File: config.mk
export PLATFORM = sky130hd
export DESIGN_NAME = keypad_scanner
export DESIGN_NICKNAME = d
export VERILOG_FILES = /design/src/rtl/keypad_scanner.sv
export SDC_FILE = /design/constraint.sdc
export NUM_CORES = 1
export LEC_CHECK = 0
export ABC_AREA = 1
export CAP_MARGIN = 20
export CORE_ASPECT_RATIO = 0.6
export CORE_MARGIN = 5
export CORE_UTILIZATION = 55
export CTS_CLUSTER_DIAMETER = 50
export DETAILED_ROUTE_END_ITERATION = 8
export PLACE_DENSITY = 0.75
export SLEW_MARGIN = 5
export SYNTH_ARGS = -nofsm -noshare
export SYNTH_HDL_FRONTEND = slang
export SYNTH_SLANG_ARGS = --single-unit
File: constraint.sdc
create_clock -name clk -period 2.02 [get_ports clk]
set_input_delay 0.404 -clock clk [delete_from_list [all_inputs] [get_ports clk]]
set_output_delay 0.404 -clock clk [all_outputs]
set_load 0.05 [all_outputs]
File: src/rtl/keypad_scanner.sv
// keypad_scanner: scans a 4x4 matrix keypad one active-low row at a time,
// debounces presses and releases, and reports each accepted key once as a
// 4-bit code (row*4 + col) with a one-cycle valid pulse and a held level.

module keypad_scanner #(
  parameter int SCAN_DIV     = 50000,
  parameter int DEBOUNCE_CNT = 20
) (
  input  logic       clk,
  input  logic       reset,
  input  logic [3:0] cols,
  output logic [3:0] rows,
  output logic [3:0] key_code,
  output logic       key_valid,
  output logic       key_held
);

  localparam int PW = (SCAN_DIV > 1) ? $clog2(SCAN_DIV) : 1;
  localparam int DW = (DEBOUNCE_CNT > 1) ? $clog2(DEBOUNCE_CNT + 1) : 1;

  localparam logic [PW-1:0] PRE_LAST = PW'(SCAN_DIV - 1);
  localparam logic [DW-1:0] DB_LAST  = DW'(DEBOUNCE_CNT - 1);

  typedef enum logic [1:0] {
    SCAN     = 2'd0,
    DEBOUNCE = 2'd1,
    HELD     = 2'd2
  } state_t;

  logic [3:0]    cols_m;
  logic [3:0]    cols_s;
  logic [PW-1:0] pre_cnt;
  logic          tick;

  state_t        state;
  state_t        state_nx;
  logic [1:0]    r;
  logic [1:0]    r_nx;
  logic [1:0]    cap_row;
  logic [1:0]    cap_row_nx;
  logic [1:0]    cap_col;
  logic [1:0]    cap_col_nx;
  logic [DW-1:0] db_cnt;
  logic [DW-1:0] db_cnt_nx;
  logic [3:0]    rows_nx;
  logic [3:0]    key_code_nx;
  logic          key_valid_nx;
  logic          key_held_nx;

  logic          any_low;
  logic [1:0]    sel_col;
  logic          cap_low;

  // Two-flop synchronizer; the column lines idle high so that is the reset value.
  always_ff @(posedge clk) begin
    if (reset) begin
      cols_m <= 4'b1111;
      cols_s <= 4'b1111;
    end else begin
      cols_m <= cols;
      cols_s <= cols_m;
    end
  end

  // Free-running row-period prescaler; it keeps counting in every state.
  always_ff @(posedge clk) begin
    if (reset) begin
      pre_cnt <= '0;
    end else if (tick) begin
      pre_cnt <= '0;
    end else begin
      pre_cnt <= pre_cnt + PW'(1);
    end
  end

  assign tick = (pre_cnt == PRE_LAST);

  // Pick the lowest-numbered low column and look at the captured column.
  always_comb begin
    any_low = ~&cols_s;
    sel_col = 2'd0;
    for (int i = 3; i >= 0; i--) begin
      if (!cols_s[i]) begin
        sel_col = 2'(i);
      end
    end
    cap_low = ~cols_s[cap_col];
  end

  // Scan / debounce / hold sequencing and the next values of every register.
  always_comb begin
    state_nx     = state;
    r_nx         = r;
    cap_row_nx   = cap_row;
    cap_col_nx   = cap_col;
    db_cnt_nx    = db_cnt;
    key_code_nx  = key_code;
    key_valid_nx = 1'b0;
    key_held_nx  = key_held;

    case (state)
      SCAN: begin
        if (tick) begin
          if (any_low) begin
            cap_row_nx = r;
            cap_col_nx = sel_col;
            db_cnt_nx  = '0;
            state_nx   = DEBOUNCE;
          end else begin
            r_nx = r + 2'd1;
          end
        end
      end

      DEBOUNCE: begin
        if (tick) begin
          if (cap_low) begin
            if (db_cnt == DB_LAST) begin
              key_code_nx  = {cap_row, cap_col};
              key_valid_nx = 1'b1;
              key_held_nx  = 1'b1;
              db_cnt_nx    = '0;
              state_nx     = HELD;
            end else begin
              db_cnt_nx = db_cnt + DW'(1);
            end
          end else begin
            db_cnt_nx = '0;
            state_nx  = SCAN;
            r_nx      = r + 2'd1;
          end
        end
      end

      HELD: begin
        if (tick) begin
          if (!cap_low) begin
            if (db_cnt == DB_LAST) begin
              key_held_nx = 1'b0;
              db_cnt_nx   = '0;
              state_nx    = SCAN;
              r_nx        = r + 2'd1;
            end else begin
              db_cnt_nx = db_cnt + DW'(1);
            end
          end else begin
            db_cnt_nx = '0;
          end
        end
      end

      default: begin
        state_nx  = SCAN;
        db_cnt_nx = '0;
      end
    endcase

    rows_nx = ~(4'b0001 << r_nx);
  end

  // State register plus the registered row strobe and key outputs.
  always_ff @(posedge clk) begin
    if (reset) begin
      state     <= SCAN;
      r         <= 2'd0;
      rows      <= 4'b1110;
      cap_row   <= 2'd0;
      cap_col   <= 2'd0;
      db_cnt    <= '0;
      key_code  <= 4'd0;
      key_valid <= 1'b0;
      key_held  <= 1'b0;
    end else begin
      state     <= state_nx;
      r         <= r_nx;
      rows      <= rows_nx;
      cap_row   <= cap_row_nx;
      cap_col   <= cap_col_nx;
      db_cnt    <= db_cnt_nx;
      key_code  <= key_code_nx;
      key_valid <= key_valid_nx;
      key_held  <= key_held_nx;
    end
  end

endmodule
==> summary.txt <==
Status
  • Status: finished, final reports clean

Die
  • Die ar.: around 0.0055 mm²
  • Std cell rows: 18
  • Core area: ~0.004 mm²
  • Die height: around 60 µm
  • Die Width: between 90 and 100 µm
  • Starting Density: 55.9%
  • IO Count: 16

Place
  • Post-DP HPWL: 3350 µm
  • Post-Place Worst Slack: 274 ps
  • Post-Place Cells: 371
  • Routability cong.: 0.909
  • Port bufs: 15

Timing
  • Final Max Slew Viols: 0
  • Final setup viols: 0
  • Period utilization: 92.6%
  • Fmax achieved: 535 MHz
  • Worst hold slack: 414 ps
  • TNS Setup: 0 ps
  • Max-slew headroom: 64.2%
  • Min Clock Period, post-route: 1870 ps
  • Final Hold Viols: 0
  • Unrepaired setup endpoints after global routing: false
  • Final worst slack: about 150 ps
  • Slew @ Worst Pin: 531 ps
  • Worst Skew: 8.60 ps

Critical path
  • Crit path buf inv count: 1
  • Crit-path slowest cell: clkdlybuf4s50_1
  • CP Cell Sequence: clkdlybuf4s50_1
  • Critical path class: reg -> out
  • Max incr delay on CP: 810 ps
  • Family with the most delay on the worst path: buffers and inverters
  • Worst endpoint required time: 1620 ps
  • Critical Path AT: 1470 ps
  • CP Max Fanout: 2
  • Crit path launch type: register
  • CP Capture Type: output port

Global routing
  • First-pass GRT wire length: 7470 µm
  • Largest net degree at the start of global routing: 18
  • Vias in the first global route: 1679
  • Total grt overflow: 0
  • GRT Total Usage: 17.5%
  • Initial antenna violation count: 0

Detailed routing
  • DRT antenna net count: 0
  • Drt pass-1 iters: 5
  • Routed wire length per instance: 11.8 µm
  • Avg Vias per Cell: 5.09
  • Residual DRC: 0
  • DR iter-0 viols: 144
  • Total Wirelength: 4470 µm
  • Via Count: 1931

Pwr
  • Combinational group share of total power: 3.7%
  • Sw power: between 300 and 400 µW
  • Seq pwr share: 58.7%
  • Tot Pwr: 1.61 mW
  • P_int: 1.24 mW
  • Clock network fraction of design power: 37.6%
  • Peak VDD IR: 0.454 mV
  • Pwr dens: ~630 mW/mm²
  • LEAKAGE: 1.11 nW
  • Sw frac: a little under a quarter

CTS
  • Clock Latency Late Sink: 310 ps
  • Post-CTS Resized: 0
  • Hold-fix buffers, CTS: 0
  • H-tree Lvls: 2
  • Clock Sinks: 47
  • Root Buffer: clkbuf_8
  • CTS tree: done
  • CTS Buffer Depth: 2
  • Worst-path clk slew: around 90 ps
  • Post-CTS setup buffer count: 0
  • TritonCTS buffer count: 5

Layout
  • # fillers: 364
  • Nets: between 300 and 400
  • Share of post-route cells with drive strength above 1: 12.8%
  • Diode count: 0
  • Area grow syn2layout: 13.9%
  • Finished Layout Cells: between 300 and 400

Job
  • Max Cap Viol: 0

Synthesis
  • Syn Area/Cell: 7.36 µm²
  • Post-Syn Instances: 306
  • Synth unique cells: 35
  • Syn_nets: 318
  • Synthesized area: 0.00225 mm²
  • Register area share after synthesis: 41.8%
  • Seq cells post-synth: 47
  • Synth warnings: 0

Hold path
  • Hold Path Class: reg -> reg
layout make-up:
type	count	area [µm²]	area share (%)
tap	50	62.6	2.44
inverter	43	161	6.29
timing repair buffer	19	180	7.02
sequential	47	941	36.6
clock buffer	6	82.6	3.22
clock inverter	2	16.3	0.634
multi-input combinational	212	1120	43.8
cells by family (layout without fill, tap and decap cells):
kind of cell | Yosys count | count (layout) | share of synthesized area (%)
buffers and inverters | 47 | 70 | 8.38
xor gates and xnor gates | 4 | 4 | 1.55
adders and majority gates | 6 | 6 | 3.33
DFF | 47 | 47 | 41.8
and+or+nand+nor | 157 | 157 | 33.9
AOI/OAI and AO/OA | 45 | 45 | 11.0
synth_stat cells:
library cell	instances	share of area (%)
nor3_2	2	0.89
nand3_4	1	0.78
nor2_2	4	1.1
ha_1	6	3.3
nor2_8	1	0.89
o21bai_1	1	0.33
xnor2_1	1	0.39
or2_0	2	0.56
inv_1	37	6.2
nor2_1	34	5.7
nor2_4	1	0.50
clkbuf_1	1	0.17
nand3_1	19	4.2
a211oi_1	2	0.67
dfxtp_1	47	42
o211ai_1	1	0.33
a31oi_1	2	0.56
nand2_1	67	11
xor2_1	3	1.2
o21ai_2	3	1.2
buf_6	1	0.50
nand2_4	1	0.50
a21oi_1	21	4.7
buf_2	1	0.22
nor3_1	4	0.89
nand4_1	7	1.9
nand2_2	3	0.83
clkbuf_4	1	0.33
clkinv_1	2	0.33
or2_2	8	2.2
inv_2	4	0.67
o21ai_1	5	1.1
nor3b_1	1	0.33
o21ai_0	10	2.2
nor3_4	2	1.4
metal layers:
layer	GRT usage, %	vias to the layer above	share of wire, %
li1	-	1019	-
met1	25.7	856	54
met2	24.2	51	39
met3	4.31	5	6.1
met4	7.31	0	1.1
met5	0	-	0
stage by stage:
stage	area, µm²	util [%]
2_1_floorplan	2250	-
3_3_place_gp	2470	61.2
3_5_place_dp	2470	61.2
4_1_cts	2570	63.7
5_1_grt	2570	63.7
6_report	2570	63.7
cells in the final DEF, fill, tap and decap left out, types with 4 or more instances in the layout:
| cell | instances |
|---|---|
| a21oi_1 | 21 |
| buf_4 | 4 |
| clkbuf_8 | 6 |
| clkdlybuf4s50_1 | 15 |
| dfxtp_1 | 47 |
| ha_1 | 6 |
| inv_1 | 37 |
| inv_2 | 4 |
| nand2_1 | 67 |
| nand3_1 | 19 |
| nand4_1 | 7 |
| nor2_1 | 34 |
| nor2_2 | 4 |
| nor3_1 | 4 |
| o21ai_0 | 10 |
| o21ai_1 | 5 |
| or2_2 | 8 |
power groups by stage:
| stage | logic [mW] | registers [mW] | clock network (mW) |
|---|---|---|---|
| global placement | 0.0601 | 0.967 | 0 |
| CTS | 0.0597 | 0.946 | 0.624 |
| global route | 0.0664 | 0.948 | 0.661 |
| finish | 0.0598 | 0.946 | 0.606 |
| floorplan | 0.0380 | 0.966 | 0 |
| detailed placement | 0.0595 | 0.968 | 0 |
flip-flops by register name, indices dropped and copies added (netlist names):
signal / flops
pre_cnt: 16
db_cnt: 5
cols_m: 4
cols_s: 4
key_code: 4
rows: 4
cap_col: 2
cap_row: 2
r: 2
state: 2
key_held: 1
key_valid: 1
final timing paths:
check                           slack, ps                     start  cells past startpoint                     to
worst min-delay path                  410      cols_m[1]$_SDFF_PP1_                      1   cols_s[1]$_SDFF_PP1_
worst max-delay path                  150  key_code[1]$_SDFFE_PP0P_                      1            key_code[1]
worst min register to register        410      cols_m[1]$_SDFF_PP1_                      1   cols_s[1]$_SDFF_PP1_
worst max register to register        250     pre_cnt[0]$_SDFF_PP0_                     10  state[0]$_SDFFE_PP0P_
Power figures use the tool's default switching activity.
